<file path="src/rtl/uart_tx_param.sv">
// Parametrised UART transmitter: start bit, DATA_W data bits LSB first,
// optional even/odd parity, one or two stop bits, internal baud divider.
module uart_tx_param #(
   parameter int DATA_W       = 8,
   parameter int CLKS_PER_BIT = 16
) (
   input  logic              CLK,
   input  logic              RST,
   input  logic [DATA_W-1:0] TX_data,
   input  logic              TX_start,
   input  logic [1:0]        par_mode,
   input  logic              stop2,
   output logic              TX_busy,
   output logic              TX_done,
   output logic              TX_out
);

   localparam int CNT_W = $clog2(CLKS_PER_BIT);
   localparam int BIT_W = $clog2(DATA_W);

   typedef enum logic [2:0] {IDLE, START, DATA, PARITY, STOP} state_t;

   state_t              state_q;
   logic [CNT_W-1:0]    baud_q;
   logic [BIT_W-1:0]    bit_q;
   logic [DATA_W-1:0]   shift_q;
   logic                par_en_q;
   logic                par_bit_q;
   logic                stop2_q;
   logic                stop_cnt_q;
   logic                tx_out_q;
   logic                busy_q;
   logic                done_q;

   logic                baud_tc_d;
   logic                last_bit_d;
   logic                par_en_d;
   logic                par_bit_d;

   always_comb begin
      baud_tc_d  = (baud_q == CNT_W'(CLKS_PER_BIT - 1));
      last_bit_d = (bit_q == BIT_W'(DATA_W - 1));
      par_en_d   = (par_mode == 2'b01) || (par_mode == 2'b10);
      par_bit_d  = (^TX_data) ^ (par_mode == 2'b10);
   end

   always_ff @(posedge CLK or posedge RST) begin
      if (RST) begin
         state_q    <= IDLE;
         baud_q     <= '0;
         bit_q      <= '0;
         shift_q    <= '0;
         par_en_q   <= 1'b0;
         par_bit_q  <= 1'b0;
         stop2_q    <= 1'b0;
         stop_cnt_q <= 1'b0;
         tx_out_q   <= 1'b1;
         busy_q     <= 1'b0;
         done_q     <= 1'b0;
      end else begin
         done_q <= 1'b0;
         if (state_q == IDLE) begin
            tx_out_q <= 1'b1;
            busy_q   <= 1'b0;
            if (TX_start) begin
               shift_q    <= TX_data;
               par_en_q   <= par_en_d;
               par_bit_q  <= par_bit_d;
               stop2_q    <= stop2;
               stop_cnt_q <= 1'b0;
               baud_q     <= '0;
               bit_q      <= '0;
               tx_out_q   <= 1'b0;
               busy_q     <= 1'b1;
               state_q    <= START;
            end
         end else if (!baud_tc_d) begin
            baud_q <= baud_q + CNT_W'(1);
         end else begin
            baud_q <= '0;
            case (state_q)
               START: begin
                  tx_out_q <= shift_q[0];
                  state_q  <= DATA;
               end
               DATA: begin
                  if (last_bit_d) begin
                     // parity-less frames go straight to the stop bit(s)
                     if (par_en_q) begin
                        tx_out_q <= par_bit_q;
                        state_q  <= PARITY;
                     end else begin
                        tx_out_q <= 1'b1;
                        state_q  <= STOP;
                     end
                  end else begin
                     bit_q    <= bit_q + BIT_W'(1);
                     shift_q  <= shift_q >> 1;
                     tx_out_q <= shift_q[1];
                  end
               end
               PARITY: begin
                  tx_out_q <= 1'b1;
                  state_q  <= STOP;
               end
               STOP: begin
                  if (stop2_q && !stop_cnt_q) begin
                     stop_cnt_q <= 1'b1;
                  end else begin
                     tx_out_q <= 1'b1;
                     busy_q   <= 1'b0;
                     done_q   <= 1'b1;
                     state_q  <= IDLE;
                  end
               end
               default: begin
                  tx_out_q <= 1'b1;
                  busy_q   <= 1'b0;
                  state_q  <= IDLE;
               end
            endcase
         end
      end
   end

   assign TX_out  = tx_out_q;
   assign TX_busy = busy_q;
   assign TX_done = done_q;

endmodule

</file>
<file path="config.mk">
export PLATFORM = sky130hd
export DESIGN_NAME = uart_tx_param
export DESIGN_NICKNAME = d
export VERILOG_FILES = /design/src/rtl/uart_tx_param.sv
export SDC_FILE = /design/constraint.sdc
export NUM_CORES = 1
export LEC_CHECK = 0
export ABC_AREA = 1
export BUFFER_PORTS_ARGS = -buffer_cell sky130_fd_sc_hd__buf_2
export CAP_MARGIN = 30
export CORE_MARGIN = 5
export CORE_UTILIZATION = 51
export DETAILED_ROUTE_END_ITERATION = 10
export PLACE_DENSITY = 0.74
export SYNTH_ARGS = -nofsm -noshare
export SYNTH_HDL_FRONTEND = slang
export SYNTH_SLANG_ARGS = --single-unit
</file>
<file path="constraint.sdc">
create_clock -name CLK -period 1.4 [get_ports CLK]
set_input_delay 0.14 -clock CLK [delete_from_list [all_inputs] [get_ports CLK]]
set_output_delay 0.14 -clock CLK [all_outputs]
set_load 0.01 [all_outputs]
</file>
==> summary.txt <==
Outcome
  • Status: complete, but fails checks
  • Failing checks: setup timing

Job
  • Max-cap viol count: 0

Routing
  • Drt initial violations: 55
  • DR WL/cell: roughly 13 µm
  • Drt total wl: between 3 and 4 mm
  • DRT antenna net count: 0
  • Routed vias: between 1000 and 1500
  • Vias per cell: between 5 and 6
  • Pre-antenna DRT Iters: 4
  • DRC Markers: 0

Global route
  • First-pass GRT wire length: 5.75 mm
  • Initial antenna violation count: 0
  • Number of global-route vias before repair: about 1300
  • Total track usage: between 15 and 20%
  • Largest net degree at the start of global routing: 20
  • Overflow after GRT: 0

STA
  • Clock skew: 0.00623 ns
  • Final worst path period need: ~1.6 ns
  • Endpoints failing hold: 0
  • Final worst setup slack: -0.157 ns
  • Least-Margin Pin Slew: between 0.3 and 0.4 ns
  • Slew headroom: 75.5%
  • RSZ-0062 raised after global routing: yes
  • Peak Freq: 0.642 GHz
  • Period utilization: 111%
  • Min Hold Slack: 0.0334 ns
  • Final Max Slew Viols: 0
  • Setup violations, final: 13

Clock tree
  • Root Driver: clkbuf_4
  • Clk sinks: 25
  • CTS tree: built
  • H-tree Lvls: 1
  • Maximum clock insertion buffer count: 2
  • Worst-Skew Late Latency: between 0.3 and 0.4 ns
  • CTS Buf Count: 3
  • Reg clk slew, reported paths: 0.14 ns

Placement
  • Placed wire-length estimate: approximately 2.5 mm
  • Port buffer count: 16
  • Gpl congestion: 0.955
  • Pre-CTS WS: -0.0865 ns

Setup path
  • Worst-path cell with the longest stage delay: dfrtp_1
  • Crit path DAT: 1.78 ns
  • Crit path max fanout: 10
  • CP endpoint kind: register
  • Critical Path Start Type: register
  • Buffers plus inverters on the worst setup path: 2
  • Slowest stage delay, CP: 0.39 ns
  • Critical Setup Path Class: reg -> reg
  • Top delay family on crit path: compound AO/OA/AOI/OAI gates
  • Crit-path cells: ha_2 -> ha_4 -> inv_4 -> o211ai_4 -> nor2_8 -> buf_4 -> o21a_1
  • Critical path required time: around 1.6 ns

Layout
  • Final core occ: 68.0%
  • Share of cells above drive strength 1: roughly 30%
  • Antenna Cells: 0
  • Commonest non-fill, non-tap cell in the layout: nand2_1
  • P&R area growth vs syn: 28.2%
  • Most frequent cells in the layout: nand2_1, dfrtp_1, buf_4, inv_1
  • Total Nets Final: 253

Floorplan
  • Die H: 63.6 µm
  • Core area: ~0.0028 mm²
  • Die area: 0.00404 mm²
  • Row count: 19
  • I/O Pins: 17
  • Initial cell density of the core: between 50 and 60%
  • Die width: 63.6 µm

Logic synthesis
  • Mux share of post-synthesis cell area: 0%
  • Syn Nets: 207
  • Synth Area in Compound Gates: between 10 and 15%
  • Area leader, netlist: dfrtp_1
  • Adder-cell area share of the yosys netlist: 3.42%
  • Sequential share of the synthesized area: 42.9%
  • YS warnings: 0
  • FF+latch count, synth: 25
  • Post-Synth XOR/XNOR Area: ~1.2%
  • Area fraction of the dominant cell type after synthesis: about 41%
  • Combinational family with the most area after synthesis: simple AND/OR/NAND/NOR gates
  • Top_reg_cell synth: dfrtp_1
  • Simple-gate share of the synthesized area: 30.0%
  • Cells after Synth: ~190
  • Post-synth EDFFs: 0
  • Fraction of registers with async set/reset: 100%
  • Mean post-synth cell area: 7.74 µm²
  • Mapped cell area: roughly 0.0015 mm²
  • Top cells by area, synth: dfrtp_1, nand2_1, o21ai_0, inv_1, nor2_1
  • Netlist cell types: 29

Pwr
  • Pwr Total: 0.00390 W
  • Leakage: 0.964 nW
  • Peak supply drop: between 1 and 1.5 mV
  • Power Density: between 2000 and 2500 mW/mm²

Min path
  • Worst min path class: in -> reg
metal layers:
layer  vias to the layer above  global-route usage, %  share of wire [%]
met5                         -                      0                  0
met4                         0                   8.31                2.1
met3                         5                   2.66                3.4
met2                        25                   29.9                 49
met1                       627                   21.9                 45
li1                        696                      -                  -
report_power, final:
group	internal (W)	leakage, nW	switching [W]	total, W
Sequential	0.00105	0.303	0.000206	0.00125
Combinational	0.00108	0.646	0.00124	0.00232
Clock	0.000112	0.0150	0.000217	0.000329
Total	0.00224	0.964	0.00166	0.00390
layout make-up:
class	count	area [µm²]
multi-input combinational	136	781
sequential	25	628
inverter	27	108
clock buffer	4	26.3
tap	31	38.8
timing repair buffer	42	294
fill	227	882
Yosys cell counts (2+ instances only):
cell	number
ha_1	4
inv_2	2
nand2_1	54
nor2_1	18
nand3_1	12
nand2_4	2
o31ai_1	2
o21ai_0	19
nor4_1	2
o21a_1	7
dfrtp_1	24
inv_1	25
nor2_4	2
cell families after synthesis:
group | after synthesis
AND/OR/NAND/NOR | 96
AO/OA/AOI/OAI | 33
buffers and inverters | 29
flip-flops | 25
adder cells (fa/ha/maj) | 4
XOR/XNOR | 2
through the flow:
stage,area [µm²],instances,setup TNS [ns]
final,1880,265,-0.951
after global routing,1880,265,-2.18
after CTS,1810,260,-0.536
after detailed placement,1730,252,-0.476
after global placement,1730,252,-0.0797
after floorplan,1490,189,-0.0235
sequential cells by signal (all words and copies together) (netlist names):
signal / count
TX_busy: 1
TX_done: 1
TX_out: 1
baud_q: 4
bit_q: 3
par_bit_q: 1
par_en_q: 1
shift_q: 8
state_q: 3
stop2_q: 1
stop_cnt_q: 1
worst register-to-register path, cell delays in order (launching register included):
cell      delay [ns]
dfrtp_1         0.39
ha_2            0.20
ha_4            0.15
inv_4           0.04
o211ai_4        0.28
nor2_8          0.10
buf_4           0.15
o21a_1          0.16
final timing paths:
kind | start | end | slack, ns | cells past startpoint
setup / recovery | bit_q[0] | shift_q[3] | -0.16 | 7
hold / removal | stop2 | stop2_q | 0.03 | 3
setup reg to reg | bit_q[0] | shift_q[3] | -0.16 | 7
hold reg to reg | TX_out | TX_out | 0.47 | 2
max in group asynchronous | RST | shift_q[2] | 0.56 | 4
min in group asynchronous | RST | TX_done | 0.30 | 3
timing repair:
item | 4_1_cts | 5_1_grt
endpoints found under the hold margin | 8 | 0
resized for setup | 9 | 5
setup buffers | 3 | 4
cloned | 0 | 1
pin swaps | 4 | 2
endpoints found under the setup margin | 16 | 20
hold buffers | 1 | 0
(Power assumes the default switching activity.)
